`src/rtl/uart_pkg.sv`:
```
// Shared register map, control/status bit positions and TX state encoding
// for the memory-mapped UART transmitter.
package uart_pkg;

   localparam logic REG_DATA = 1'b0;
   localparam logic REG_CTRL = 1'b1;

   localparam int CTRL_CLR_OVF = 0;
   localparam int CTRL_TX_EN   = 1;
   localparam int CTRL_FLUSH   = 2;

   localparam int ST_EMPTY   = 0;
   localparam int ST_FULL    = 1;
   localparam int ST_BUSY    = 2;
   localparam int ST_OVF     = 3;
   localparam int ST_EN      = 4;
   localparam int ST_CNT_LSB = 8;

   typedef enum logic [1:0] {
      IDLE,
      START,
      DATA,
      STOP
   } tx_state_t;

endpackage

```
`src/rtl/io_sync_fifo.sv`:
```
// Single-clock FIFO with show-ahead head output, occupancy count and a
// synchronous flush that takes priority over push/pop.
module io_sync_fifo #(
   parameter int WIDTH = 8,
   parameter int DEPTH = 8,
   parameter int CNT_W = 4
) (
   input  logic             clk,
   input  logic             rst_n,
   input  logic             push,
   input  logic             pop,
   input  logic             flush,
   input  logic [WIDTH-1:0] din,
   output logic [WIDTH-1:0] dout,
   output logic             full,
   output logic             empty,
   output logic [CNT_W-1:0] count
);

   localparam int AW = $clog2(DEPTH);

   logic [WIDTH-1:0] mem [DEPTH];
   logic [AW-1:0]    wr_ptr_reg;
   logic [AW-1:0]    rd_ptr_reg;
   logic [CNT_W-1:0] count_reg;
   logic             do_push;
   logic             do_pop;

   // Fullness and emptiness are judged on the registered count, before any same-cycle pop.
   assign full    = (count_reg == CNT_W'(DEPTH));
   assign empty   = (count_reg == '0);
   assign do_push = push && !full;
   assign do_pop  = pop && !empty;
   assign dout    = mem[rd_ptr_reg];
   assign count   = count_reg;

   always_ff @(posedge clk) begin
      if (do_push && !flush) begin
         mem[wr_ptr_reg] <= din;
      end
   end

   always_ff @(posedge clk or negedge rst_n) begin
      if (!rst_n) begin
         wr_ptr_reg <= '0;
         rd_ptr_reg <= '0;
         count_reg  <= '0;
      end else if (flush) begin
         wr_ptr_reg <= '0;
         rd_ptr_reg <= '0;
         count_reg  <= '0;
      end else begin
         if (do_push) begin
            wr_ptr_reg <= wr_ptr_reg + AW'(1);
         end
         if (do_pop) begin
            rd_ptr_reg <= rd_ptr_reg + AW'(1);
         end
         if (do_push && !do_pop) begin
            count_reg <= count_reg + CNT_W'(1);
         end else if (!do_push && do_pop) begin
            count_reg <= count_reg - CNT_W'(1);
         end
      end
   end

endmodule

```
`src/rtl/mio_uart_tx.sv`:
```
// Memory-mapped 8N1 UART transmitter: CPU stores feed a byte FIFO, a
// four-state FSM serialises bytes LSB first, and a status word is readable.
module mio_uart_tx
   import uart_pkg::*;
#(
   parameter int BAUD_DIV   = 868,
   parameter int FIFO_DEPTH = 8,
   parameter int CNT_W      = 4
) (
   input  logic        clk,
   input  logic        RSTN,
   input  logic        io_we,
   input  logic        reg_sel,
   input  logic [31:0] wr_data,
   output logic [31:0] rd_data,
   output logic        tx,
   output logic        tx_busy,
   output logic        irq
);

   localparam int BW = $clog2(BAUD_DIV);
   localparam logic [BW-1:0] BAUD_LAST = BW'(BAUD_DIV - 1);

   tx_state_t        state_reg, state_next;
   logic [BW-1:0]    baud_cnt_reg, baud_cnt_next;
   logic [2:0]       bit_idx_reg, bit_idx_next;
   logic [7:0]       shift_reg, shift_next;
   logic             tx_reg, tx_next;
   logic             ovf_reg;
   logic             tx_en_reg;

   logic             data_wr;
   logic             ctrl_wr;
   logic             fifo_pop;
   logic             fifo_flush;
   logic [7:0]       fifo_dout;
   logic             fifo_full;
   logic             fifo_empty;
   logic [CNT_W-1:0] fifo_count;
   logic             bit_end;
   logic             start_ok;
   logic [31:0]      status;
   logic             unused_wr_data;

   assign data_wr        = io_we && (reg_sel == REG_DATA);
   assign ctrl_wr        = io_we && (reg_sel == REG_CTRL);
   assign fifo_flush     = ctrl_wr && wr_data[CTRL_FLUSH];
   assign unused_wr_data = ^wr_data[31:8];

   io_sync_fifo #(
      .WIDTH (8),
      .DEPTH (FIFO_DEPTH),
      .CNT_W (CNT_W)
   ) u_fifo (
      .clk   (clk),
      .rst_n (RSTN),
      .push  (data_wr),
      .pop   (fifo_pop),
      .flush (fifo_flush),
      .din   (wr_data[7:0]),
      .dout  (fifo_dout),
      .full  (fifo_full),
      .empty (fifo_empty),
      .count (fifo_count)
   );

   always_ff @(posedge clk or negedge RSTN) begin
      if (!RSTN) begin
         ovf_reg   <= 1'b0;
         tx_en_reg <= 1'b1;
      end else begin
         if (data_wr && fifo_full) begin
            ovf_reg <= 1'b1;
         end else if (ctrl_wr && wr_data[CTRL_CLR_OVF]) begin
            ovf_reg <= 1'b0;
         end
         if (ctrl_wr) begin
            tx_en_reg <= wr_data[CTRL_TX_EN];
         end
      end
   end

   always_ff @(posedge clk or negedge RSTN) begin
      if (!RSTN) begin
         state_reg    <= IDLE;
         baud_cnt_reg <= '0;
         bit_idx_reg  <= '0;
         shift_reg    <= '0;
         tx_reg       <= 1'b1;
      end else begin
         state_reg    <= state_next;
         baud_cnt_reg <= baud_cnt_next;
         bit_idx_reg  <= bit_idx_next;
         shift_reg    <= shift_next;
         tx_reg       <= tx_next;
      end
   end

   assign bit_end  = (baud_cnt_reg == BAUD_LAST);
   assign start_ok = tx_en_reg && !fifo_empty;

   // tx is registered, so every transition sets tx_next to the level of the bit it enters.
   always_comb begin
      state_next    = state_reg;
      baud_cnt_next = baud_cnt_reg;
      bit_idx_next  = bit_idx_reg;
      shift_next    = shift_reg;
      tx_next       = tx_reg;
      fifo_pop      = 1'b0;
      if (state_reg != IDLE) begin
         baud_cnt_next = bit_end ? '0 : baud_cnt_reg + BW'(1);
      end
      case (state_reg)
         IDLE: begin
            baud_cnt_next = '0;
            if (start_ok) begin
               fifo_pop   = 1'b1;
               shift_next = fifo_dout;
               tx_next    = 1'b0;
               state_next = START;
            end
         end
         START: begin
            if (bit_end) begin
               state_next   = DATA;
               bit_idx_next = '0;
               tx_next      = shift_reg[0];
            end
         end
         DATA: begin
            if (bit_end) begin
               if (bit_idx_reg == 3'd7) begin
                  state_next = STOP;
                  tx_next    = 1'b1;
               end else begin
                  shift_next   = {1'b0, shift_reg[7:1]};
                  bit_idx_next = bit_idx_reg + 3'd1;
                  tx_next      = shift_reg[1];
               end
            end
         end
         STOP: begin
            if (bit_end) begin
               if (start_ok) begin
                  fifo_pop   = 1'b1;
                  shift_next = fifo_dout;
                  tx_next    = 1'b0;
                  state_next = START;
               end else begin
                  state_next = IDLE;
               end
            end
         end
         default: begin
            state_next = IDLE;
            tx_next    = 1'b1;
         end
      endcase
   end

   always_comb begin
      status                          = '0;
      status[ST_EMPTY]                = fifo_empty;
      status[ST_FULL]                 = fifo_full;
      status[ST_BUSY]                 = tx_busy;
      status[ST_OVF]                  = ovf_reg;
      status[ST_EN]                   = tx_en_reg;
      status[ST_CNT_LSB +: CNT_W]     = fifo_count;
   end

   assign rd_data = (reg_sel == REG_CTRL) ? status : 32'h0;
   assign tx      = tx_reg;
   assign tx_busy = (state_reg != IDLE);
   assign irq     = tx_en_reg && fifo_empty;

endmodule

```
`config.mk`:
```
export PLATFORM = sky130hd
export DESIGN_NAME = mio_uart_tx
export DESIGN_NICKNAME = d
export VERILOG_FILES = /design/src/rtl/uart_pkg.sv /design/src/rtl/io_sync_fifo.sv /design/src/rtl/mio_uart_tx.sv
export SDC_FILE = /design/constraint.sdc
export NUM_CORES = 1
export LEC_CHECK = 0
export CAP_MARGIN = 40
export CELL_PAD_IN_SITES_DETAIL_PLACEMENT = 0
export CELL_PAD_IN_SITES_GLOBAL_PLACEMENT = 2
export CORE_MARGIN = 1.5
export CORE_UTILIZATION = 35
export CTS_BUF_LIST = sky130_fd_sc_hd__clkbuf_2
export DETAILED_ROUTE_END_ITERATION = 12
export GPL_TIMING_DRIVEN = 1
export PLACE_DENSITY = 0.81
export SYNTH_ARGS = -nofsm -noshare
export SYNTH_HDL_FRONTEND = slang
export SYNTH_HIERARCHICAL = 1
export SYNTH_SLANG_ARGS = --single-unit
```
`constraint.sdc`:
```
create_clock -name clk -period 3.2 [get_ports clk]
set_clock_uncertainty 0.1 [all_clocks]
set_input_delay 0.96 -clock clk [delete_from_list [all_inputs] [get_ports clk]]
set_output_delay 0.96 -clock clk [all_outputs]
set_load 0.005 [all_outputs]
```
==> results.cfg <==
[run_status]
status = completed

[cts]
clkLatencyLatePin_ps = 620
hold_buffers = 0
cts_inserted_buffers = 9
cts_sinks = 100
cts_max_level = 3
cts-root-buf = clkbuf_2
cts_max_path_buffers = 2
clk_pin_slew_worst_paths_ps = 330
cts_tree = yes

[synth]
ys_types = 55
syn_inst = 335
ys.flop_type = edfxtp_1
syn_area_per_cell_sq_um = 14.3
yosysSeqAreaShare_pct = 59.0
ys_top_cells_by_area = edfxtp_1, dfrtp_1, mux4_2
synth_area_sq_um = 4790
yosysWarnings = 6
synth_top_cell_area_share_pct = 40.1
synth_common_cells = edfxtp_1, dfrtp_1, mux2_2, nor2_1, buf_4
yosysMostFrequentCell = edfxtp_1
ys_seq_elements = 100
async_flop_share_pct = 36.0
synth_edf_count = 64
synth_top_cell_by_area = edfxtp_1

[die]
dieArea_sq_um = 14400
initial_core_util_pct = 36.0
core-area_sq_um = 13300
dieHeight_microns = 120
io_pins = 71
rows = 42
fp.dieW_microns = 120

[final_layout]
layoutNonFillerInstCount = 587
post-route-util_pct = 42.9
largest_register_ffs = 64
area_growth_pct = 19.1
layout.nets = 453
layout-drive-gt1-share_pct = 33.9

[place]
placed_cells = 554
place.gp.congestion = 0.740
hpwl_microns = 5910
port_buffers = 23

[sta]
hold_violations = 0
period_share_pct = 99.3
drv_slew = 0
max_slew_margin_pct = 63.8
setup_violations = 0
hold_ws_ps = 147
period_needed_ps = 3180
grt_setup_unrepaired = true
worst_pin_slew_ps = 543
timing.fmax_mhz = 315

[global_route]
grt_antenna_before_repair = 1
grt_overflow = 0
grt_pass1_wl_microns = 14400
grt_start_max_net_pins = 22
grt_pass1_vias = 2729
grt_usage_pct = 13.1

[critical_path]
reg2reg_slack_ps = 20
crit_type = reg2reg
required_ps = 3660
endpoint_kind = flop
critPathArrivalTime_ps = 3630
path_max_fanout = 3
start_kind = flop

[drt]
drt.antenna.violating_nets = 0
finalWirelength_microns = 8730
viasPerCell = 4.76
wl_per_cell_microns = 14.9
firstDrtPassIters = 5
dr_total_vias = 2795
drt_iter0_markers = 201
drc = 0

[job]
maxCapViolations = 0

[worst_hold_path]
min_path_type = in2async

[power_and_ir_drop]
leakagePower_nw = 2.21
power_per_cell_area_nw_per_um2 = 709
power.total_w = 0.00404
vdd_ir_drop_max_uv = 257
## report_power, final
group / switching (W) / internal [W]
Combinational: 0.000771 / 0.000931
Sequential: 0.000127 / 0.00158
Clock: 0.000487 / 0.000144
Total: 0.00139 / 0.00266
## what timing repair did
item / 4_1_cts / 5_1_grt
setup endpoints to repair: 12 / 5
resized for setup: 18 / 15
cloned: 1 / 0
pin swaps: 3 / 8
buffers inserted: 14 / 1
## per-layer routing
layer	global-route usage, %	wire [microns]
met5	0	0
met4	4.46	124
met3	2.71	243
met2	21.4	4290
met1	17.5	4070
## worst paths after layout
path	start	to	cells after the start
max	baud_cnt_reg[1]	u_fifo/count[3]	11
min	RSTN	baud_cnt_reg[8]	1
max reg2reg	baud_cnt_reg[1]	u_fifo/count[3]	11
min reg2reg	shift_reg[4]	shift_reg[4]	1
max in group asynchronous	RSTN	tx_en_reg	2
min in group clk	shift_reg[4]	shift_reg[4]	1
## stage by stage
| stage | setup TNS, ps | setup slack, ps | cell area (sq um) |
|---|---|---|---|
| finish | 0 | 23.1 | 5700 |
| global route | -212 | -104 | 5700 |
| CTS | 0 | 4.72 | 5620 |
| detailed placement | -789 | -99.9 | 5360 |
| global placement | -695 | -94.8 | 5330 |
| floorplan | 0 | 0.314 | 4880 |
## cell families (layout without fill, tap and decap cells)
| kind of cell | after synthesis | in the layout | synth area share (%) |
|---|---|---|---|
| AO/OA/AOI/OAI | 34 | 34 | 5.62 |
| XOR/XNOR | 14 | 14 | 2.56 |
| adder cells (fa/ha/maj) | 12 | 12 | 3.29 |
| buffers and inverters | 44 | 97 | 5.64 |
| flip-flops | 100 | 100 | 59.0 |
| multiplexers | 45 | 45 | 14.3 |
| other | 1 | 24 | 0.0783 |
| AND/OR/NAND/NOR | 85 | 85 | 9.56 |
## worst max-delay path, stage by stage, from the launching register on
cell and delay [ps]:
dfrtp_1 440, ha_2 190, or3b_4 380, or4_4 520
a211oi_4 350, o41ai_4 150, nand3_2 130, ha_4 200
a21o_4 220, a2111oi_4 270, mux2i_1 110, o311ai_1 100
## cells in the final DEF, fill, tap and decap left out, types with 4 or more instances in the layout
cell type        instances
a21oi_1                  6
and2_1                   9
buf_4                   46
clkbuf_2                10
clkdlybuf4s50_1         15
conb_1                  23
dfrtp_1                 32
dlygate4sd2_1            5
edfxtp_1                64
ha_1                     7
inv_1                    7
mux2_2                  26
mux4_2                  16
nand2_1                 12
nand2b_1                 5
nand3_1                  6
nor2_1                  24
nor2b_1                  4
nor3_1                   4
o21ai_0                  6
xnor2_1                  5
xor2_1                   9
## final cells by class
type                            count  area, sq um
Clock inverter                      7         83.8
Clock buffer                        9         45.0
Timing Repair Buffer               72          606
Multi-Input combinational cell    213         1880
Fill cell                        1226         7590
Tap cell                          176          220
Inverter                            9         36.3
Antenna cell                        1         2.50
Sequential cell                   100         2830
(Power assumes the default switching activity.)
